File: src/rtl/decodifica_painel.sv
// -----------------------------------------------------------------------------
// decodifica_painel
//
// Decodes a serial seven-segment stream coming from a control panel. Each
// frame carries segments A..G, one per clock, starting on the cycle where
// FrameStart is high. ChaveSeletora, sampled together with FrameStart, tells
// whether the frame shows the water tank level or the irrigation actuators.
//
// Ports
//   Clock          in   sole clock, rising edge
//   Reset_n        in   asynchronous reset, active-low
//   SerialSeg      in   segment bit stream, order A,B,C,D,E,F,G
//   FrameStart     in   high on the cycle SerialSeg carries segment A
//   ChaveSeletora  in   frame type: 0 tank, 1 irrigation
//   NivelCaixa     out  decoded tank level (00 empty .. 11 high)
//   Gotejamento    out  decoded drip actuator
//   Aspersao       out  decoded sprinkler actuator
//   NivelValido    out  one-cycle pulse when NivelCaixa updates
//   AcionaValido   out  one-cycle pulse when Gotejamento/Aspersao update
//   ErroQuadro     out  one-cycle pulse on aborted or undecodable frame
//
// Optional feature: define FILTRO_ESTAVEL_EN to only accept a decoded value
// once two consecutive valid frames of the same type agree.
// -----------------------------------------------------------------------------
module decodifica_painel (
   input  logic       Clock,
   input  logic       Reset_n,
   input  logic       SerialSeg,
   input  logic       FrameStart,
   input  logic       ChaveSeletora,
   output logic [1:0] NivelCaixa,
   output logic       Gotejamento,
   output logic       Aspersao,
   output logic       NivelValido,
   output logic       AcionaValido,
   output logic       ErroQuadro
);

   typedef enum logic {OCIOSO = 1'b0, RECEBE = 1'b1} estado_t;

   estado_t    estado, estado_next;
   logic [2:0] contador, contador_next;
   logic [6:0] desloca, desloca_next;
   logic       tipo, tipo_next;
   logic       aborta;
   logic       quadro_fim;
   logic [6:0] quadro;

   logic       tanque_ok;
   logic [1:0] tanque_nivel;
   logic       irrig_ok;
   logic       irrig_got;
   logic       irrig_asp;
   logic       quadro_ok;
   logic       erro_evento;
   logic       valido_evento;
   logic       aplica;

   // State register for the frame receiver.
   always_ff @(posedge Clock or negedge Reset_n) begin
      if (!Reset_n) begin
         estado   <= OCIOSO;
         contador <= 3'd0;
         desloca  <= 7'd0;
         tipo     <= 1'b0;
      end else begin
         estado   <= estado_next;
         contador <= contador_next;
         desloca  <= desloca_next;
         tipo     <= tipo_next;
      end
   end

   // Next-state logic. A FrameStart seen while still receiving aborts the
   // current frame and that same bit becomes segment A of a new frame.
   always_comb begin
      estado_next   = estado;
      contador_next = contador;
      desloca_next  = desloca;
      tipo_next     = tipo;
      aborta        = 1'b0;
      quadro_fim    = 1'b0;
      quadro        = {desloca[5:0], SerialSeg};
      case (estado)
         OCIOSO: begin
            if (FrameStart) begin
               desloca_next  = {6'd0, SerialSeg};
               contador_next = 3'd1;
               tipo_next     = ChaveSeletora;
               estado_next   = RECEBE;
            end
         end
         RECEBE: begin
            if (FrameStart) begin
               aborta        = 1'b1;
               desloca_next  = {6'd0, SerialSeg};
               contador_next = 3'd1;
               tipo_next     = ChaveSeletora;
            end else begin
               desloca_next = quadro;
               if (contador == 3'd6) begin
                  quadro_fim    = 1'b1;
                  contador_next = 3'd0;
                  estado_next   = OCIOSO;
               end else begin
                  contador_next = contador + 3'd1;
               end
            end
         end
         default: estado_next = OCIOSO;
      endcase
   end

   // Pattern tables; the frame word holds A in bit 6 down to G in bit 0.
   always_comb begin
      tanque_ok    = 1'b1;
      tanque_nivel = 2'b00;
      case (quadro)
         7'b1111110: tanque_nivel = 2'b00;
         7'b0110000: tanque_nivel = 2'b01;
         7'b1101101: tanque_nivel = 2'b10;
         7'b1111001: tanque_nivel = 2'b11;
         default:    tanque_ok    = 1'b0;
      endcase
      irrig_ok  = 1'b1;
      irrig_got = 1'b0;
      irrig_asp = 1'b0;
      case (quadro)
         7'b0000001: begin irrig_got = 1'b0; irrig_asp = 1'b0; end
         7'b1011110: begin irrig_got = 1'b1; irrig_asp = 1'b0; end
         7'b1110111: begin irrig_got = 1'b0; irrig_asp = 1'b1; end
         7'b1111111: begin irrig_got = 1'b1; irrig_asp = 1'b1; end
         default:    irrig_ok = 1'b0;
      endcase
   end

   assign quadro_ok     = tipo ? irrig_ok : tanque_ok;
   assign erro_evento   = aborta | (quadro_fim & ~quadro_ok);
   assign valido_evento = quadro_fim & quadro_ok;

`ifdef FILTRO_ESTAVEL_EN
   logic       hist_tanque_ok;
   logic [1:0] hist_tanque;
   logic       hist_irrig_ok;
   logic [1:0] hist_irrig;
   logic       estavel;

   // A value is only applied when it repeats the previous valid frame of the
   // same type. On an abort, tipo still holds the aborted frame's type, so
   // the right history is cleared.
   always_ff @(posedge Clock or negedge Reset_n) begin
      if (!Reset_n) begin
         hist_tanque_ok <= 1'b0;
         hist_tanque    <= 2'b00;
         hist_irrig_ok  <= 1'b0;
         hist_irrig     <= 2'b00;
      end else if (valido_evento) begin
         if (tipo) begin
            hist_irrig_ok <= 1'b1;
            hist_irrig    <= {irrig_got, irrig_asp};
         end else begin
            hist_tanque_ok <= 1'b1;
            hist_tanque    <= tanque_nivel;
         end
      end else if (erro_evento) begin
         if (tipo) hist_irrig_ok  <= 1'b0;
         else      hist_tanque_ok <= 1'b0;
      end
   end

   assign estavel = tipo ? (hist_irrig_ok && (hist_irrig == {irrig_got, irrig_asp}))
                         : (hist_tanque_ok && (hist_tanque == tanque_nivel));
   assign aplica  = valido_evento & estavel;
`else
   assign aplica  = valido_evento;
`endif

   // Decoded outputs hold between updates; the strobes are rebuilt every
   // cycle so they can never stay high longer than one cycle per event.
   always_ff @(posedge Clock or negedge Reset_n) begin
      if (!Reset_n) begin
         NivelCaixa   <= 2'b00;
         Gotejamento  <= 1'b0;
         Aspersao     <= 1'b0;
         NivelValido  <= 1'b0;
         AcionaValido <= 1'b0;
         ErroQuadro   <= 1'b0;
      end else begin
         NivelValido  <= 1'b0;
         AcionaValido <= 1'b0;
         ErroQuadro   <= erro_evento;
         if (aplica) begin
            if (tipo) begin
               Gotejamento  <= irrig_got;
               Aspersao     <= irrig_asp;
               AcionaValido <= 1'b1;
            end else begin
               NivelCaixa  <= tanque_nivel;
               NivelValido <= 1'b1;
            end
         end
      end
   end

endmodule

File: config.mk
export PLATFORM = sky130hd
export DESIGN_NAME = decodifica_painel
export DESIGN_NICKNAME = d
export VERILOG_FILES = /design/src/rtl/decodifica_painel.sv
export SDC_FILE = /design/constraint.sdc
export NUM_CORES = 1
export LEC_CHECK = 0
export BUFFER_PORTS_ARGS = -buffer_cell sky130_fd_sc_hd__buf_4
export CAP_MARGIN = 20
export CORE_MARGIN = 2
export CORE_UTILIZATION = 58
export CTS_BUF_LIST = sky130_fd_sc_hd__clkbuf_4
export DETAILED_ROUTE_END_ITERATION = 6
export GPL_TIMING_DRIVEN = 0
export PLACE_DENSITY = 0.86
export SLEW_MARGIN = 20
export SYNTH_ARGS = -nofsm -noshare
export SYNTH_HDL_FRONTEND = slang
export SYNTH_SLANG_ARGS = --single-unit
File: constraint.sdc
create_clock -name Clock -period 1.7 [get_ports Clock]
set_clock_uncertainty 0.1 [all_clocks]
set_input_delay 0.17 -clock Clock [delete_from_list [all_inputs] [get_ports Clock]]
set_output_delay 0.17 -clock Clock [all_outputs]
set_load 0.005 [all_outputs]
; ---- Word level (Yosys, flattened, before mapping)
; Cells that the tools add are included.
[classes]
n_eq_ne = 10
n_reduce_logical = 6
n_addsub = 1
div_mod_pow = 0
n_shift = 0
n_lt_le_gt_ge = 0
n_mux = 26
n_bitwise = 6
mul = 0
[ops]
columns = cell, n
row1 = $eq 7x7->1 const B, 6
row2 = $mux 1, 17
row3 = $mux 6, 2
row4 = $pmux 6 s2, 1
row5 = $mux 3, 3
row6 = $reduce_or 4->1, 2
row7 = $eq 7x1->1 const B, 1
row8 = $eq 7x6->1 const B, 1
row9 = $pmux 2 s3, 1
row10 = $pmux 3 s2, 1
row11 = $reduce_and 2->1, 2
row12 = $reduce_or 2->1, 2
row13 = $add 3x1->3 const B, 1
row14 = $eq 3x3->1 const B, 1
row15 = $not 1->1, 3
row16 = $and 1x1->1, 2
row17 = $ne 2x2->1 const B, 1
row18 = $pmux 1 s2, 1
row19 = $or 1x1->1, 1
[totals]
romBits = 0
ff_bits = 18
inputBits = 5
n_memories = 0
ram_bits = 0
latch_bits = 0

; ---- Logic depth before layout (Yosys ltp)
; Gate-level depths: netlist of run 1.
[depth]
word_depth = 7
ltp_mapped = 6
mapped_depth_nobuf = 5

; ---- Least setup slack after synthesis of run 1
; No wires, ideal clock.
[synth_timing]
path_type = register to register
from = reg desloca[1]
to = reg Gotejamento
stages_incl_launch_ff = 6
arrival_ns = 1.313
period_less_slack_ns = 1.538
setup_slack_ns = 0.162
required_ns = 1.475
setup_time_ns = 0.125
cell_sequence = dfrtp_1 nor4b_1 nand2_1 nand4_2 nand3_2 mux2_4
[synth_between]
elab_chain_cells = 6
elab_cells_between_ends = 17
classes_between = eq/ne: 8 / mux: 4 / bitwise: 1 / reduce/logical: 4
[synth_lines]
columns = item, line_no
row1 = "start, declared", 43  ; logic [6:0] desloca, desloca_next;
row2 = "start signal, assigned", 69  ; desloca <= desloca_next;
row3 = $eq 7x7->1 (tied with other cells), 118  ; case (quadro)
row4 = $reduce_or 4->1 (no source line), --
row5 = $mux 1 (on tied branches), "118, 128"
row6 = $mux 1, 137  ; assign quadro_ok = tipo ? irrig_ok : tanque_ok;
row7 = $and 1x1->1, 139  ; assign valido_evento = quadro_fim & quadro_ok;
row8 = $reduce_and 2->1 (no source line), --
row9 = "end signal, assigned", 194  ; Gotejamento <= irrig_got;
row10 = "end, declared", 32  ; output logic Gotejamento,
; Several ways; a longest one is shown, not always the timed one.
; A chain may end at the register's enable or synchronous reset.

; ---- Worst setup path after layout of run 1
[layout_timing]
from = reg desloca[5]
to = reg Gotejamento
; The elaborated chain is that of the path after synthesis.

==> results of run 1 <==
==> state kept, by name, indices dropped and copies added (netlist names) <==
register / cells
AcionaValido: 1
Aspersao: 1
ErroQuadro: 1
Gotejamento: 1
NivelCaixa: 2
NivelValido: 1
contador: 3
desloca: 6
estado: 1
tipo: 1
==> stage by stage <==
stage / area, µm² / power, mW / cells / hold slack (ps) / utilization [%]
after global placement: 1033 / 0.5663 / 112 / -51.97 / 68.60
final: 1095 / 0.7786 / 119 / 10.41 / 72.67
after detailed placement: 1033 / 0.5725 / 112 / -50.66 / 68.60
after CTS: 1066 / 0.7786 / 116 / 9.656 / 70.76
after global routing: 1095 / 0.8089 / 119 / 16.62 / 72.67
after floorplan: 938.4 / 0.5344 / 86 / -225.6 / -
==> per-layer routing <==
layer | wire [µm] | up-vias
met5 | 0 | -
met4 | 15 | 0
met3 | 83 | 4
met2 | 966 | 23
met1 | 747 | 339
li1 | - | 338
==> power by group through the flow <==
stage          registers, mW  logic (mW)  clock network [mW]
4_1_cts                0.474      0.0931               0.212
3_3_place_gp           0.479      0.0873                   0
6_report               0.473       0.101               0.205
2_1_floorplan          0.475      0.0591                   0
5_1_grt                0.475       0.113               0.220
3_5_place_dp           0.482      0.0907                   0
==> synth_stat cells, types with 2 or more instances <==
| cell | number | area [µm²] |
|---|---|---|
| nand4b_1 | 2 | 17.52 |
| inv_1 | 3 | 11.26 |
| nor2_1 | 9 | 33.78 |
| a21oi_1 | 4 | 20.02 |
| dfrtp_1 | 18 | 450.4 |
| buf_6 | 2 | 22.52 |
| nand3_2 | 2 | 20.02 |
| mux2_2 | 2 | 22.52 |
| and3_1 | 2 | 12.51 |
| nor3_1 | 2 | 10.01 |
| nor3b_1 | 2 | 15.01 |
| o21ai_0 | 3 | 15.01 |
| nor2b_1 | 2 | 12.51 |
| nand2_1 | 5 | 18.77 |
| nand3b_1 | 2 | 15.01 |
| mux2i_1 | 7 | 70.07 |
==> logic make-up (layout without fill, tap and decap cells) <==
logic type / Yosys count / after routing / synth area share (%)
AO/OA/AOI/OAI: 13 / 13 / 8.934
buffers and inverters: 8 / 25 / 5.999
flip-flops: 18 / 18 / 48.00
AND/OR/NAND/NOR: 35 / 35 / 23.73
multiplexers: 10 / 10 / 11.47
XOR/XNOR: 2 / 2 / 1.867
==> layout make-up <==
type,count,area [µm²],share of cell area (%)
clock buffers,3,22.52,2.057
multi-input cells,60,436.7,39.89
plain buffers,5,45.04,4.114
well taps,16,20.02,1.829
repair buffers,14,107.6,9.829
flip-flops and latches,18,451.7,41.26
inverters,3,11.26,1.029
==> worst max path at each step <==
stage / start / to / slack, ps
detailed placement: desloca[1] / Gotejamento / 60
global route: desloca[5] / Gotejamento / -20
CTS: desloca[1] / Gotejamento / 30
global placement: desloca[1] / Gotejamento / 80
finish: desloca[5] / Gotejamento / 20
floorplan: desloca[1] / Gotejamento / 160
==> timing repair <==
action	CTS	global route
hold buffers	1	0
setup endpoints to repair	0	2
hold endpoints to repair	18	0
setup buffers	0	3
gates resized for setup	0	2
==> PnR_summary.wiki, run 1 <==
{| class="wikitable"
! Metric !! Value
|-
| Average footprint of a synthesized cell || between 10 and 15 µm²
|-
| Pin count of the biggest net entering global routing || 19
|-
| End point of the worst hold path || tipo
|-
| GR Util All Layers || 19.78%
|-
| Reported leakage power || 0.5468 nW
|-
| Fraction of final layout cells with drive strength greater than 1 || 31.07%
|-
| Post-synthesis instance area || 938.4 µm²
|-
| Internal power consumption || approximately 580 µW
|-
| Pre-CTS setup slack || 59.83 ps
|-
| Fin. Hold Viols || 0
|-
| MaxCap Viol Count || 0
|-
| Length of the first detailed-routing pass in iterations || 4
|-
| Final min period || 1677 ps
|-
| Area inside the core boundary || ~1500 µm²
|-
| Share of the clock period used by the worst path || 98.64%
|-
| Net Count, Synth || 91
|-
| Overall die height || 44.23 µm
|-
| Number of primary I/O pins || 12
|-
| Gate count after technology mapping || between 80 and 90
|-
| Crit path max fanout || 6
|-
| Most used flip-flop cell after synthesis || dfrtp_1
|-
| Post-synthesis cell type count || 35
|-
| Areal power density over the cells || 711.2 nW/µm²
|-
| Row cnt || 14
|-
| Clock edge transition at the registers on the reported setup and hold paths || 100 ps
|-
| Clk sink count || 18
|-
| Reg2reg setup slack || 20 ps
|-
| Root buffer selected by CTS || clkbuf_4
|-
| Routability congestion estimate || 0.7090
|-
| Layer with the highest usage || met2
|-
| First-pass GRT wire length || 2835 µm
|-
| Share of power burned in the clock network || a little over a quarter
|-
| Critical path endpoint category || flip-flop
|-
| Type of the most critical hold path || in2reg
|-
| Remaining max-slew budget at the tightest pin || 71.55%
|-
| Average detailed-routed wire length per instance || 15.24 µm
|-
| Number of storage elements in the synthesis netlist || 18
|-
| Total Die Area || 1956 µm²
|-
| Final setup viols || 0
|-
| Fin nets || 110
|-
| Met3 GRT Util || 2.449%
|-
| Count of antenna diodes in the layout || 0
|-
| Endpoint required time on the critical path || 1780 ps
|-
| Async S/R FF share, synth || 100.0%
|-
| Met1 Track Usage GR || 24.13%
|-
| Depth of the worst register-to-register path || 5
|-
| Psw || 195.7 µW
|-
| CTS buffer count || 3
|-
| Starting utilization of the core area || 62.29%
|-
| Status || finished clean
|-
| Maximum clock frequency || 596.4 MHz
|-
| CTS tree || done
|-
| Commonest non-fill, non-tap cells in the layout || dfrtp_1, buf_4, nor2_1
|-
| Most common cell after layout, fill and taps aside || dfrtp_1
|-
| Worst vdd ir || 527.6 µV
|-
| Via count of the first global-routing pass || 655
|-
| Kind of cell with the highest combined delay on the critical path || simple AND/OR/NAND/NOR gates
|-
| Fraction of met2 tracks used by global routing || 35.59%
|-
| Area growth, synth to finish || 16.67%
|-
| Worst path cell trace || nor4b_1 > nand2_1 > nand4_2 > nand3_2 > mux2_4
|-
| Yosys synthesis warning count || 0
|-
| Critical Path AT || ~1800 ps
|-
| Buffers and inverters on the worst path || 0
|-
| Antenna violations before repair || 0
|-
| Count of antenna-violating nets left after detailed routing || 0
|-
| Type of origin of the critical path || flip-flop
|-
| Critical Path Stages || 5
|-
| DPL Wire Length || around 1200 µm
|-
| Tightest Pin Transition || 426.7 ps
|-
| Fill cell count || 108
|-
| Final-report max-slew violation count || 0
|-
| Count of input and output buffers || 10
|-
| Number of levels in the clock H-tree || 1
|-
| Post-route worst setup slack || 23.14 ps
|-
| Sequential element share of the synthesized area || 48.00%
|-
| Launch point of the worst hold path || ChaveSeletora
|-
| Worst-case clock buffer depth || 2
|-
| Hold path depth || 2
|-
| Proportion of total power due to net switching || 25.14%
|-
| Worst Setup Path Type || reg2reg
|-
| Iter 0 DRT Violations || 20
|-
| Skew-Pair Late Insertion Delay || about 290 ps
|-
| Drt total wl || 1813 µm
|-
| Via Count || 704
|-
| Via density per instance || between 5 and 6
|-
| EDFF count, synth || 0
|-
| Startpoint of the worst register-to-register path || desloca[5]
|-
| Gate power share || between 10% and 20%
|-
| Terminus of the critical flop-to-flop path || Gotejamento
|-
| Die Span X || 44.23 µm
|-
| DRC violation count after routing || 0
|-
| Residual overflow from global routing || 0
|-
| CP peak stage delay || 450 ps
|-
| Sequential share of power || 60.7%
|-
| Critical-path cell with the highest stage delay || dfrtp_1
|-
| Final total negative setup slack || 0 ps
|}
(Power assumes the default switching activity.)
==> run 2: changes to the inputs <==
==> constraint.sdc (replaced) <==
create_clock -name Clock -period 1.66 [get_ports Clock]
set_clock_uncertainty 0.1 [all_clocks]
set_input_delay 0.166 -clock Clock [delete_from_list [all_inputs] [get_ports Clock]]
set_output_delay 0.166 -clock Clock [all_outputs]
set_load 0.005 [all_outputs]
==> run 2 against run 1 <==
Against the previous run:
- register-to-register slack about the same
- sequential power increased by 3%
- flip-flop and latch count unchanged
- largest cell class unchanged
- highest routed layer unchanged
- global-route usage unchanged
- critical endpoint unchanged
- fmax increased by 2.9%
- first-iteration DRC count decreased by 60%
- clock-buffer cell count unchanged
==> PnR_summary.wiki, run 2 (synthesis results as in run 1) <==
{| class="wikitable"
! Metric !! Value
|-
| Reported leakage power || 0.5487 nW (+0.35%)
|-
| Die Span X || 44.23 µm (unchanged)
|-
| Clock edge transition at the registers on the reported setup and hold paths || 100 ps (about the same)
|-
| Overall die height || 44.23 µm (unchanged)
|-
| Type of origin of the critical path || flip-flop
|-
| Skew-Pair Late Insertion Delay || 280 ps (about the same)
|-
| Count of input and output buffers || 10 (unchanged)
|-
| Type of the most critical hold path || in2reg
|-
| Crit path max fanout || 8 (+2)
|-
| Clk sink count || 18 (unchanged)
|-
| Final total negative setup slack || 0 ps (unchanged)
|-
| Most common cell after layout, fill and taps aside || dfrtp_1
|-
| Starting utilization of the core area || 62.29% (unchanged)
|-
| Iter 0 DRT Violations || 8 (-60%)
|-
| Number of levels in the clock H-tree || 1 (unchanged)
|-
| Pre-CTS setup slack || 19.83 ps (-40.00 ps)
|-
| Remaining max-slew budget at the tightest pin || 71.25% (-0.30 points)
|-
| Pin count of the biggest net entering global routing || 19 (unchanged)
|-
| Worst-case clock buffer depth || 2 (unchanged)
|-
| Total chip power || 797.6 µW (+2.4%)
|-
| # placed instances || 112 (unchanged)
|-
| Via density per instance || 5.924 (+0.14%)
|-
| Top register by number of flip-flops || desloca
|-
| Count of antenna-violating nets left after detailed routing || 0 (unchanged)
|-
| Number of primary I/O pins || 12 (unchanged)
|-
| Areal power density over the cells || 724.3 nW/µm² (+1.9%)
|-
| Post-route worst setup slack || 30.54 ps (+7.407 ps)
|-
| GR Util All Layers || 19.78% (unchanged)
|-
| Residual overflow from global routing || 0 (unchanged)
|-
| Number of non-filler instances in the completed layout || 119 (unchanged)
|-
| Flip-flop count of the largest register after layout || 6 (unchanged)
|-
| Tightest Pin Transition || 431.2 ps (+4.497 ps)
|-
| Core utilization of the finished layout || 73.09% (+0.42 points)
|-
| Area growth, synth to finish || 17.33%
|-
| Final setup viols || 0 (unchanged)
|-
| Area inside the core boundary || 1506 µm² (unchanged)
|-
| Fin. Hold Viols || 0 (unchanged)
|-
| Count of antenna diodes in the layout || 0 (unchanged)
|-
| Via Count || 705 (+0.14%)
|-
| Worst vdd ir || 532.8 µV (+0.99%)
|-
| CTS buffer count || 3 (unchanged)
|-
| Critical path endpoint category || flip-flop
|-
| Maximum clock frequency || 613.7 MHz (+2.9%)
|-
| Row cnt || 14 (unchanged)
|-
| Total Die Area || 1956 µm² (unchanged)
|-
| Commonest non-fill, non-tap cells in the layout || dfrtp_1, buf_4, nor2_1
|-
| Fill cell count || 109 (+0.93%)
|-
| Critical Path AT || 1710 ps (-50 ps)
|-
| WHS || 11.26 ps (+0.8557 ps)
|-
| Post-placement cell area || 1033 µm² (unchanged)
|-
| Final-report max-slew violation count || 0 (unchanged)
|-
| DRC violation count after routing || 0 (unchanged)
|-
| Fin nets || 110 (unchanged)
|-
| Root buffer selected by CTS || clkbuf_4
|-
| Average detailed-routed wire length per instance || 14.97 µm (-1.7%)
|-
| Fraction of final layout cells with drive strength greater than 1 || 32.04% (+0.97 points)
|-
| Final min period || 1629 ps (-47.41 ps)
|-
| Endpoint required time on the critical path || 1740 ps (-40 ps)
|-
| Drt total wl || 1782 µm (-1.7%)
|-
| Length of the first detailed-routing pass in iterations || 4 (unchanged)
|-
| CTS tree || done
|-
| MaxCap Viol Count || 0 (unchanged)
|-
| Total non-filler cell area in the finished layout || 1101 µm² (+0.57%)
|-
| RSZ-0062 raised after global routing || yes
|-
| Share of the clock period used by the worst path || 98.16% (-0.48 points)
|-
| Worst Setup Path Type || reg2reg
|-
| Via count of the first global-routing pass || 653 (-0.31%)
|-
| First-pass GRT wire length || 2835 µm (unchanged)
|-
| DPL Wire Length || 1200 µm (unchanged)
|-
| Status || finished clean
|-
| Antenna violations before repair || 0 (unchanged)
|-
| Regs by FF count || desloca (6), contador (3), NivelCaixa (2)
|-
| Routability congestion estimate || 0.7090 (unchanged)
|}
run 2: cell types whose count changed in the layout (fill, tap and decap cells not counted):
cell     before  now
nor4b_1       1    0
nor4b_2       0    1
run 2: power breakdown:
group	switching (mW)	total, mW	internal [mW]
clock	0.125	0.209	0.0841
combinational	0.0492	0.104	0.0546
sequential	0.0263	0.485	0.459
total	0.200	0.798	0.597
run 2: worst paths after layout:
kind | start | end | slack (ps) | depth (start not counted)
worst max register to register | desloca[0] | Gotejamento | 30 | 5
max in group asynchronous | Reset_n | desloca[1] | 1070 | 2
worst min-delay path | ChaveSeletora | tipo | 10 | 2
min in group asynchronous | Reset_n | NivelCaixa[1] | 190 | 2
worst max-delay path | desloca[0] | Gotejamento | 30 | 5
worst min register to register | NivelCaixa[0] | NivelCaixa[0] | 410 | 2
run 2: final cells by class:
cell class	count	area [µm²]	share of cell area, %
flip-flops and latches	18	451.7	41.02
plain buffers	5	45.04	4.091
clock buffers	3	22.52	2.045
repair buffers	14	107.6	9.773
well taps	16	20.02	1.818
multi-input cells	60	442.9	40.23
inverters	3	11.26	1.023
run 2: critical path, stage by stage (launching register included):
cell and delay [ps]:
dfrtp_1 490, and4_4 280, nand3_2 100, nand4_2 120
nand3_2 120, mux2_4 320
run 2: per-layer routing:
| layer | track usage, % | routed length (µm) |
|---|---|---|
| met1 | 24.13 | 779 |
| met2 | 35.59 | 927 |
| met3 | 2.449 | 65 |
| met4 | 7.273 | 9 |
| met5 | 0 | 0 |
run 2: what timing repair did:
action,in CTS,in global routing
setup buffers,0,3
cloned,0,0
hold buffers,1,0
endpoints found under the setup margin,1,3
gates resized for setup,1,2
hold endpoints to repair,18,0
pin swaps,0,2
==> run 3: changes to the inputs <==
--- a/config.mk
+++ b/config.mk
@@ -7,12 +7,13 @@
 export LEC_CHECK = 0
 export BUFFER_PORTS_ARGS = -buffer_cell sky130_fd_sc_hd__buf_4
 export CAP_MARGIN = 20
+export CORE_ASPECT_RATIO = 1.25
 export CORE_MARGIN = 2
-export CORE_UTILIZATION = 58
-export CTS_BUF_LIST = sky130_fd_sc_hd__clkbuf_4
+export CORE_UTILIZATION = 55
+export CTS_BUF_LIST = sky130_fd_sc_hd__clkbuf_16
 export DETAILED_ROUTE_END_ITERATION = 6
 export GPL_TIMING_DRIVEN = 0
-export PLACE_DENSITY = 0.86
+export PLACE_DENSITY = 0.82
 export SLEW_MARGIN = 20
 export SYNTH_ARGS = -nofsm -noshare
 export SYNTH_HDL_FRONTEND = slang
==> run 3 against run 2 <==
Against the previous run:
- die area up 5.0%
- highest routed layer unchanged
- critical endpoint unchanged
- routed wire length up 4.9%
- via count down 1.8%
- critical path depth unchanged
- clock power up 130%
- flip-flop and latch count unchanged
==> PnR_summary.wiki, run 3 (synthesis results as in run 1) <==
{| class="wikitable"
! Metric !! Value
|-
| Areal power density over the cells || 909.1 nW/µm² (+26%)
|-
| Overall die height || 50.18 µm (+13%)
|-
| Worst Setup Path Type || reg2reg
|-
| Pin count of the biggest net entering global routing || 19 (unchanged)
|-
| Type of the most critical hold path || in2reg
|-
| Depth of the worst register-to-register path || 5 (unchanged)
|-
| Root buffer selected by CTS || clkbuf_16
|-
| Critical Path Stages || 5 (unchanged)
|-
| Number of primary I/O pins || 12 (unchanged)
|-
| Critical path endpoint category || flip-flop
|-
| Status || finished clean
|-
| First-pass GRT wire length || 2925 µm (+3.2%)
|-
| Maximum clock frequency || 616.8 MHz (+0.51%)
|-
| Reg2reg setup slack || 40 ps (about the same)
|-
| Starting utilization of the core area || 59.34% (-3.0 points)
|-
| Worst path cell trace || nor4b_4 > nand2_1 > nand4_2 > nand3_2 > mux2_4
|-
| Critical Path AT || 1650 ps (-60 ps)
|-
| Fin. Hold Viols || 0 (unchanged)
|-
| Hold path depth || 2 (unchanged)
|-
| Area growth, synth to finish || 26.27%
|-
| Buffers and inverters on the worst path || 0 (unchanged)
|-
| Type of origin of the critical path || flip-flop
|-
| Remaining max-slew budget at the tightest pin || 71.01% (-0.24 points)
|-
| Total Die Area || 2055 µm² (+5.0%)
|-
| Fin nets || 112 (+1.8%)
|-
| Post-placement cell area || 1036 µm² (+0.24%)
|-
| Launch point of the worst hold path || ChaveSeletora
|-
| End point of the worst hold path || tipo
|-
| Worst-case clock buffer depth || 2 (unchanged)
|-
| Kind of cell with the highest combined delay on the critical path || simple AND/OR/NAND/NOR gates
|-
| Total non-filler cell area in the finished layout || 1185 µm² (+7.6%)
|-
| Clock edge transition at the registers on the reported setup and hold paths || 50 ps (-50 ps)
|-
| Average detailed-routed wire length per instance || 15.07 µm (+0.65%)
|-
| DPL Wire Length || 1277 µm (+6.5%)
|-
| Core utilization of the finished layout || 74.92% (+1.8 points)
|-
| Routability congestion estimate || 0.7612 (+7.4%)
|-
| Final-report max-slew violation count || 0 (unchanged)
|-
| Flip-flop count of the largest register after layout || 6 (unchanged)
|-
| Regs by FF count || desloca (6), contador (3), NivelCaixa (2)
|-
| Total chip power || 1.077 mW (+35%)
|-
| Reported leakage power || 0.5879 nW (+7.1%)
|-
| Via density per instance || 5.581 (-5.8%)
|-
| Skew-Pair Late Insertion Delay || 250 ps (-30 ps)
|-
| CTS buffer count || 3 (unchanged)
|-
| Clk sink count || 18 (unchanged)
|-
| Share of the clock period used by the worst path || 97.66% (-0.50 points)
|-
| Count of antenna-violating nets left after detailed routing || 0 (unchanged)
|-
| Final min period || 1621 ps (-8.230 ps)
|-
| Endpoint required time on the critical path || 1690 ps (-50 ps)
|-
| Antenna violations before repair || 0 (unchanged)
|-
| Residual overflow from global routing || 0 (unchanged)
|-
| DRC violation count after routing || 0 (unchanged)
|-
| Terminus of the critical flop-to-flop path || Gotejamento
|-
| Via count of the first global-routing pass || 666 (+2.0%)
|-
| Worst vdd ir || 676.0 µV (+27%)
|-
| Count of input and output buffers || 10 (unchanged)
|-
| GR Util All Layers || 20.55% (+0.77 points)
|-
| CP peak stage delay || 450 ps (-40 ps)
|-
| Tightest Pin Transition || 434.9 ps (+3.662 ps)
|-
| Most common cell after layout, fill and taps aside || dfrtp_1
|-
| Top register by number of flip-flops || desloca
|-
| Die Span X || 40.95 µm (-7.4%)
|-
| Area inside the core boundary || 1582 µm² (+5.0%)
|-
| MaxCap Viol Count || 0 (unchanged)
|-
| Startpoint of the worst register-to-register path || desloca[1]
|-
| CTS tree || done
|-
| Critical-path cell with the highest stage delay || dfrtp_2
|-
| Crit path max fanout || 5 (-3)
|-
| Via Count || 692 (-1.8%)
|-
| Iter 0 DRT Violations || 3 (-5)
|-
| Fraction of final layout cells with drive strength greater than 1 || 33.96% (+1.9 points)
|-
| RSZ-0062 raised after global routing || yes
|-
| Length of the first detailed-routing pass in iterations || 4 (unchanged)
|-
| Final setup viols || 0 (unchanged)
|-
| Number of levels in the clock H-tree || 1 (unchanged)
|-
| Row cnt || 16 (+2)
|-
| Drt total wl || 1869 µm (+4.9%)
|-
| Count of antenna diodes in the layout || 0 (unchanged)
|-
| Commonest non-fill, non-tap cells in the layout || dfrtp_1, buf_4, nor2_1
|}
==> run 3: cell count changes in the layout (fill, tap and decap cells not counted) <==
cell / before / now
clkbuf_16: 0 / 3
clkbuf_4: 3 / 0
buf_4: 13 / 15
clkinv_1: 0 / 1
dfrtp_1: 17 / 16
dfrtp_2: 1 / 2
nor4b_2: 1 / 0
nor4b_4: 0 / 1
==> run 3: repair_timing <==
item                                    4_1_cts  5_1_grt
endpoints found under the hold margin        18        0
pin swaps                                     0        2
cloned                                        0        0
hold buffers                                  1        0
setup buffers                                 0        5
endpoints found under the setup margin        1        3
resized for setup                             1        4
==> run 3: report_power, final <==
group	total, mW	switching [mW]	internal [mW]
clock	0.481	0.161	0.320
sequential	0.487	0.0264	0.460
combinational	0.110	0.0519	0.0576
total	1.08	0.239	0.838
==> run 3: final cells by class <==
type                       count  area [µm²]
buffer                         5       45.04
clock buffer                   3       75.07
clock inverter                 1       3.754
fill                         105       396.6
inverter                       3       11.26
multi-input combinational     60       451.7
sequential                    18       452.9
tap                           18       22.52
timing repair buffer          16       122.6
==> run 3: how the worst max path moves through the flow <==
stage                           from     endpoint  slack, ps
after detailed placement  desloca[1]  Gotejamento          4
after CTS                 desloca[1]  Gotejamento          4
after global placement    desloca[1]  Gotejamento         30
after global routing      desloca[1]  Gotejamento        -20
final                     desloca[1]  Gotejamento         40
after floorplan           desloca[1]  Gotejamento        120
==> run 3: worst reg2reg max path: cells and delay by family (launching register included) <==
kind | cells | cell delay [ps]
multiplexers | 1 | 330
flip-flops | 1 | 450
AND/OR/NAND/NOR | 4 | 630
==> run 3: through the flow <==
step	setup WS, ps	instances	TNS, ps	hold WS, ps
floorplan	122.4	86	0	-229.6
global placement	29.83	114	0	-54.72
detailed placement	3.825	114	0	-54.56
CTS	4.106	119	0	58.94
global route	-17.49	124	-51.01	54.38
finish	38.77	124	0	58.24
==> run 3: layer usage <==
layer  share of wire [%]  GRT usage (%)  up-vias  wire length (µm)
li1                    -              -      345                 -
met1                  42          25.22      331               786
met2                  54          34.11       14              1015
met3                 2.8          3.982        2                53
met4                0.70          6.667        0                13
met5                   0              0        -                 0
